[config.mk]
export PLATFORM = sky130hd
export DESIGN_NAME = music_envelope
export DESIGN_NICKNAME = d
export VERILOG_FILES = /design/src/rtl/music_pkg.sv /design/src/rtl/env_tick_gen.sv /design/src/rtl/music_envelope.sv
export SDC_FILE = /design/constraint.sdc
export NUM_CORES = 1
export LEC_CHECK = 0
export ABC_AREA = 0
export ABC_CLOCK_PERIOD_IN_PS = 2400
export CAP_MARGIN = 30
export CORE_MARGIN = 5
export CORE_UTILIZATION = 52
export DETAILED_ROUTE_END_ITERATION = 7
export PLACE_DENSITY_LB_ADDON = 0.3
export SYNTH_ARGS = -nofsm -noshare
export SYNTH_HDL_FRONTEND = slang
export SYNTH_SLANG_ARGS = --single-unit
export TNS_END_PERCENT = 30
[constraint.sdc]
create_clock -name IN_clk -period 2.4 [get_ports IN_clk]
set_clock_uncertainty 0.1 [all_clocks]
set_input_delay 0.24 -clock IN_clk [delete_from_list [all_inputs] [get_ports IN_clk]]
set_output_delay 0.24 -clock IN_clk [all_outputs]
set_load 0.1 [all_outputs]
[src/rtl/music_pkg.sv]
// Shared definitions for the buzzer note path: envelope states and note coding.
package music_pkg;

  localparam int NOTE_W    = 6;
  localparam int REST_CODE = 21;

  typedef enum logic [2:0] {
    IDLE,
    ATTACK,
    DECAY,
    SUSTAIN,
    RELEASE
  } env_state_t;

endpackage

[src/rtl/env_tick_gen.sv]
// Free-running envelope prescaler: one-cycle tick every TICK_DIV clocks.
module env_tick_gen #(
  parameter int TICK_DIV = 25000
) (
  input  logic IN_clk,
  input  logic IN_rst_n,
  output logic tick
);

  localparam int            CW   = (TICK_DIV > 1) ? $clog2(TICK_DIV) : 1;
  localparam logic [CW-1:0] LAST = CW'(TICK_DIV - 1);

  logic [CW-1:0] cnt;

  always_ff @(posedge IN_clk) begin
    if (!IN_rst_n) begin
      cnt <= '0;
    end else if (cnt == LAST) begin
      cnt <= '0;
    end else begin
      cnt <= cnt + 1'b1;
    end
  end

  assign tick = (cnt == LAST);

endmodule

[src/rtl/music_envelope.sv]
// ADSR volume envelope for the buzzer tone, applied by gating the tone with a
// fast PWM whose duty follows the envelope level.
module music_envelope
  import music_pkg::*;
#(
  parameter int CLK_HZ       = 25000000,
  parameter int TICK_DIV     = CLK_HZ / 1000,
  parameter int ATTACK_STEP  = 32,
  parameter int DECAY_STEP   = 2,
  parameter int RELEASE_STEP = 8,
  parameter int SUSTAIN_LVL  = 96,
  parameter int REST_CODE    = music_pkg::REST_CODE
) (
  input  logic              IN_clk,
  input  logic              IN_rst_n,
  input  logic              IN_tone,
  input  logic [NOTE_W-1:0] IN_note,
  input  logic              IN_enable,
  output logic              OUT_audio,
  output logic [7:0]        OUT_level,
  output logic              OUT_busy
);

  localparam logic [8:0]        ATT9 = 9'(ATTACK_STEP);
  localparam logic [8:0]        DEC9 = 9'(DECAY_STEP);
  localparam logic [8:0]        REL9 = 9'(RELEASE_STEP);
  localparam logic [8:0]        SUS9 = 9'(SUSTAIN_LVL);
  localparam logic [NOTE_W-1:0] REST = NOTE_W'(REST_CODE);

  env_state_t        state, next_state;
  logic [7:0]        level, next_level;
  logic [NOTE_W-1:0] note_q;
  logic [7:0]        pwm_cnt;
  logic              audio_q;
  logic              tick;
  logic              trigger, release_req;
  logic [8:0]        up, down_dec, down_rel;

  env_tick_gen #(.TICK_DIV(TICK_DIV)) u_tick (
    .IN_clk  (IN_clk),
    .IN_rst_n(IN_rst_n),
    .tick    (tick)
  );

  always_ff @(posedge IN_clk) begin
    if (!IN_rst_n) begin
      state   <= IDLE;
      level   <= 8'd0;
      note_q  <= REST;
      pwm_cnt <= 8'd0;
      audio_q <= 1'b0;
    end else begin
      state   <= next_state;
      level   <= next_level;
      note_q  <= IN_note;
      pwm_cnt <= pwm_cnt + 8'd1;
      audio_q <= IN_tone & (pwm_cnt < level);
    end
  end

  // Level steps only on ticks; note events override the envelope's own progression.
  always_comb begin
    next_state  = state;
    next_level  = level;
    trigger     = IN_enable && (IN_note != note_q) && (IN_note != REST);
    release_req = ((state == ATTACK) || (state == DECAY) || (state == SUSTAIN)) &&
                  (!IN_enable || (IN_note == REST));
    up       = {1'b0, level} + ATT9;
    down_dec = {1'b0, level} - DEC9;
    down_rel = {1'b0, level} - REL9;

    if (tick) begin
      case (state)
        IDLE: next_level = 8'd0;
        ATTACK: begin
          if (up >= 9'd255) begin
            next_level = 8'd255;
            next_state = DECAY;
          end else begin
            next_level = up[7:0];
          end
        end
        DECAY: begin
          if (down_dec[8] || (down_dec <= SUS9)) begin
            next_level = SUS9[7:0];
            next_state = SUSTAIN;
          end else begin
            next_level = down_dec[7:0];
          end
        end
        RELEASE: begin
          if (down_rel[8] || (down_rel == 9'd0)) begin
            next_level = 8'd0;
            next_state = IDLE;
          end else begin
            next_level = down_rel[7:0];
          end
        end
        default: next_level = level;
      endcase
    end

    if (trigger) begin
      next_state = ATTACK;
    end else if (release_req) begin
      next_state = RELEASE;
    end
  end

  assign OUT_audio = audio_q;
  assign OUT_level = level;
  assign OUT_busy  = (state != IDLE);

endmodule

==> results.md <==
* Slew Limit Headroom at ~70%
* Overall Global Routing Usage at between 10% and 20%
* Worst-path fanout max at 9
* DRT iter0 DRCs at roughly 140
* Filler cells at roughly 430
* Post-synthesis net count at 321
* Clock root buffer: clkbuf_8
* Gp weighted congestion at 0.955
* Worst-Margin Slew at around 0.43 ns
* Port Buffer Count at 19
* Setup Buffers After CTS at 0
* Worst setup SP type: register
* # diodes at 0
* Die area at 6280 sq um
* First-pass GRT wire length at 9230 um
* Number of primary I/O pins at 20
* Met3 routed WL at ~270 um
* Core Box Area at 4690 sq um
* WP data required at around 2.5 ns
* Total CTS buffers at 5
* Drc violations at 0
* Clock Latency Late Sink at between 0.2 and 0.3 ns
* Setup ws final at 0.163 ns
* Routed vias/inst at roughly 5.7
* Detailed Place HPWL at approximately 4000 um
* Final count of negative-setup-slack endpoints at 0
* CTS tree: yes
* CTS resizes at 0
* Cell repeated most along the worst path: o211a_1
* CP top delay family: simple AND/OR/NAND/NOR gates
* Via Count at 2128
* Die span in x at roughly 79 um
* Area Growth Syn to Fin at 15.7%
* Worst-path cell chain: inv_1 -> ha_1 -> nand2_1 -> o211a_1 -> o211a_1 -> nor2b_2 -> nand3_1 -> mux2i_1 -> and2_1
* Post-synthesis sequential area ratio at 32.9%
* Worst Hold Class: reg2reg
* Pre-antenna DRT Iters at 4
* Row count at 25
* Post-synth ARST share at 0%
* Slew Viols, Final at 0
* Crit path buf inv count at 1
* Synth Instances at 294
* Static Leak at approximately 1.2 nW
* Final period util at just over 90%
* Worst vdd rail ir drop at roughly 0.34 mV
* WS Path Type: reg2reg
* Power density over the cells at about 470 nW/um^2
* Post-Route WL at around 5300 um
* CP arrival at between 2 and 2.5 ns
* # nets final at approximately 350
* Outcome: finished clean
* Synth Register Bits at between 40 and 50
* Die height at about 80 um
* Global route overflow at 0
* Clock Tree Buf Depth at 2
* Clock-pin slew on the worst setup and hold paths at roughly 0.08 ns
* Synthesized cell area at about 2500 sq um
* Unrepaired setup endpoints after global routing: no
* Syn_area_per_cell at 8.49 sq um
* Max-Cap Viols at 0
* Crit-path max cell delay at 0.42 ns
* Hold Buf Count CTS at 0
* Initial antenna violation count at 0
* Setup TNS at 0 ns
* Met2 routed WL at about 2400 um
* EDFF count, synth at 0
* Min Tclk post-route at around 2.2 ns
* Initial Util at a little over half
* M1 WL at about 2500 um
* Routed wire length per instance at approximately 14 um
* Fmax at around 0.45 GHz
* Layout cell share with drive strength beyond 1 at between 10 and 15%
* Predominant post-synthesis flop cell: dfxtp_1
* Placed instance count at 367
* Yosys warning total at 0
* CP Capture Type: register
* Clock sinks at approximately 40
* Post-synthesis cell type count at between 50 and 60
* DRT antenna net count at 0
* Final non-filler cell total at roughly 380
* Hold Fails Final Rpt at 0
* Number of global-route vias before repair at 2032
* H-tree Lvls at 2
* Worst path slowest cell: dfxtp_4
* Max Used Layer: met4
* Pin count of the biggest net entering global routing at 29
* Pre-CTS setup slack at approximately 0.19 ns
## per-layer routing
| metal | global-route usage, % | vias up |
|---|---|---|
| met2 | 30.4 | 47 |
| met5 | 0 | - |
| met1 | 23.5 | 999 |
| met4 | 5.67 | 0 |
| met3 | 4.20 | 6 |
| li1 | - | 1076 |
## logic make-up (layout without fill, tap and decap cells)
logic type	count (synthesis)	after routing	synth area share, %
compound gates	50	50	14.4
xor+xnor	30	30	10.5
fa+ha+maj	17	17	8.53
buf+inv	22	49	3.46
flops	41	41	32.9
mux	2	2	0.802
simple gates	132	132	29.3
## metrics by stage
step | hold slack (ns) | util [%] | total power, mW | instance area, sq um
2_1_floorplan | 0.213 | - | 0.803 | 2510
3_3_place_gp | 0.330 | 59.0 | 0.842 | 2770
3_5_place_dp | 0.341 | 59.0 | 0.845 | 2770
4_1_cts | 0.353 | 61.4 | 1.38 | 2880
5_1_grt | 0.358 | 61.5 | 1.43 | 2890
6_report | 0.354 | 61.5 | 1.36 | 2890
## where the power goes
group | switching [mW] | total, mW | internal (mW)
Clock | 0.232 | 0.529 | 0.297
Sequential | 0.0140 | 0.707 | 0.693
Combinational | 0.0666 | 0.122 | 0.0551
Total | 0.312 | 1.36 | 1.05
## synth_stat cells (all sizes together), types with 3 or more instances
cell type | count | share of area, %
nor2 | 31 | 4.8
o21ai | 14 | 2.8
nand4 | 3 | 0.75
dfxtp | 41 | 33
and2 | 14 | 3.5
a21o | 4 | 1.2
inv | 14 | 2.1
or3 | 4 | 1.0
a31oi | 3 | 0.75
nand3 | 19 | 3.8
clkbuf | 5 | 0.75
nor2b | 6 | 1.6
xor2 | 15 | 5.3
ha | 17 | 8.5
a21oi | 11 | 2.5
nor3 | 7 | 2.3
xnor2 | 15 | 5.3
nand4b | 3 | 1.1
nand2b | 5 | 1.3
buf | 3 | 0.60
and3 | 6 | 1.6
nand2 | 20 | 3.0
## path summary, 6_finish.rpt
| check | start | endpoint | slack, ns | cells after the start |
|---|---|---|---|---|
| max | OUT_level[5]$_SDFFE_PN0P_ | OUT_level[0]$_SDFFE_PN0P_ | 0.16 | 9 |
| min | u_tick.cnt[0]$_SDFF_PP0_ | u_tick.cnt[0]$_SDFF_PP0_ | 0.35 | 1 |
| min reg2reg | u_tick.cnt[0]$_SDFF_PP0_ | u_tick.cnt[0]$_SDFF_PP0_ | 0.35 | 1 |
| max reg2reg | OUT_level[5]$_SDFFE_PN0P_ | OUT_level[0]$_SDFFE_PN0P_ | 0.16 | 9 |
## flip-flops by register name, summed over array words and instances, names as in the netlist
name / count
u_tick.cnt: 15
OUT_level: 8
pwm_cnt: 8
note_q: 6
state: 3
OUT_audio: 1
## cells in the final DEF (no fill, tap or decap), types with 3 or more instances in the layout
master,synthesis,routed
xnor2_1,15,15
nand4_1,3,3
xor2_1,15,15
nor3_1,4,4
nand2_1,20,20
clkdlybuf4s50_1,0,9
clkbuf_8,0,6
a31oi_1,3,3
a21o_1,4,4
or3_1,4,4
a21oi_1,9,9
nand3_1,19,19
dfxtp_1,41,34
and2_1,14,14
ha_1,17,17
inv_1,12,12
and3_1,4,4
dfxtp_4,0,3
nor2_1,30,30
o21ai_0,9,9
buf_4,0,18
dfxtp_2,0,4
nor2b_1,5,5
nand4b_1,3,3
o21ai_1,5,5
nand2b_1,5,5
## area by class of cell
type	instances	area (sq um)	share of cell area (%)
Clock buffer	8	111	3.86
Inverter	14	52.6	1.82
Multi-Input combinational cell	231	1590	55.2
Sequential cell	41	837	29.0
Tap cell	54	67.6	2.34
Timing Repair Buffer	27	225	7.80
(Power assumes the default switching activity.)
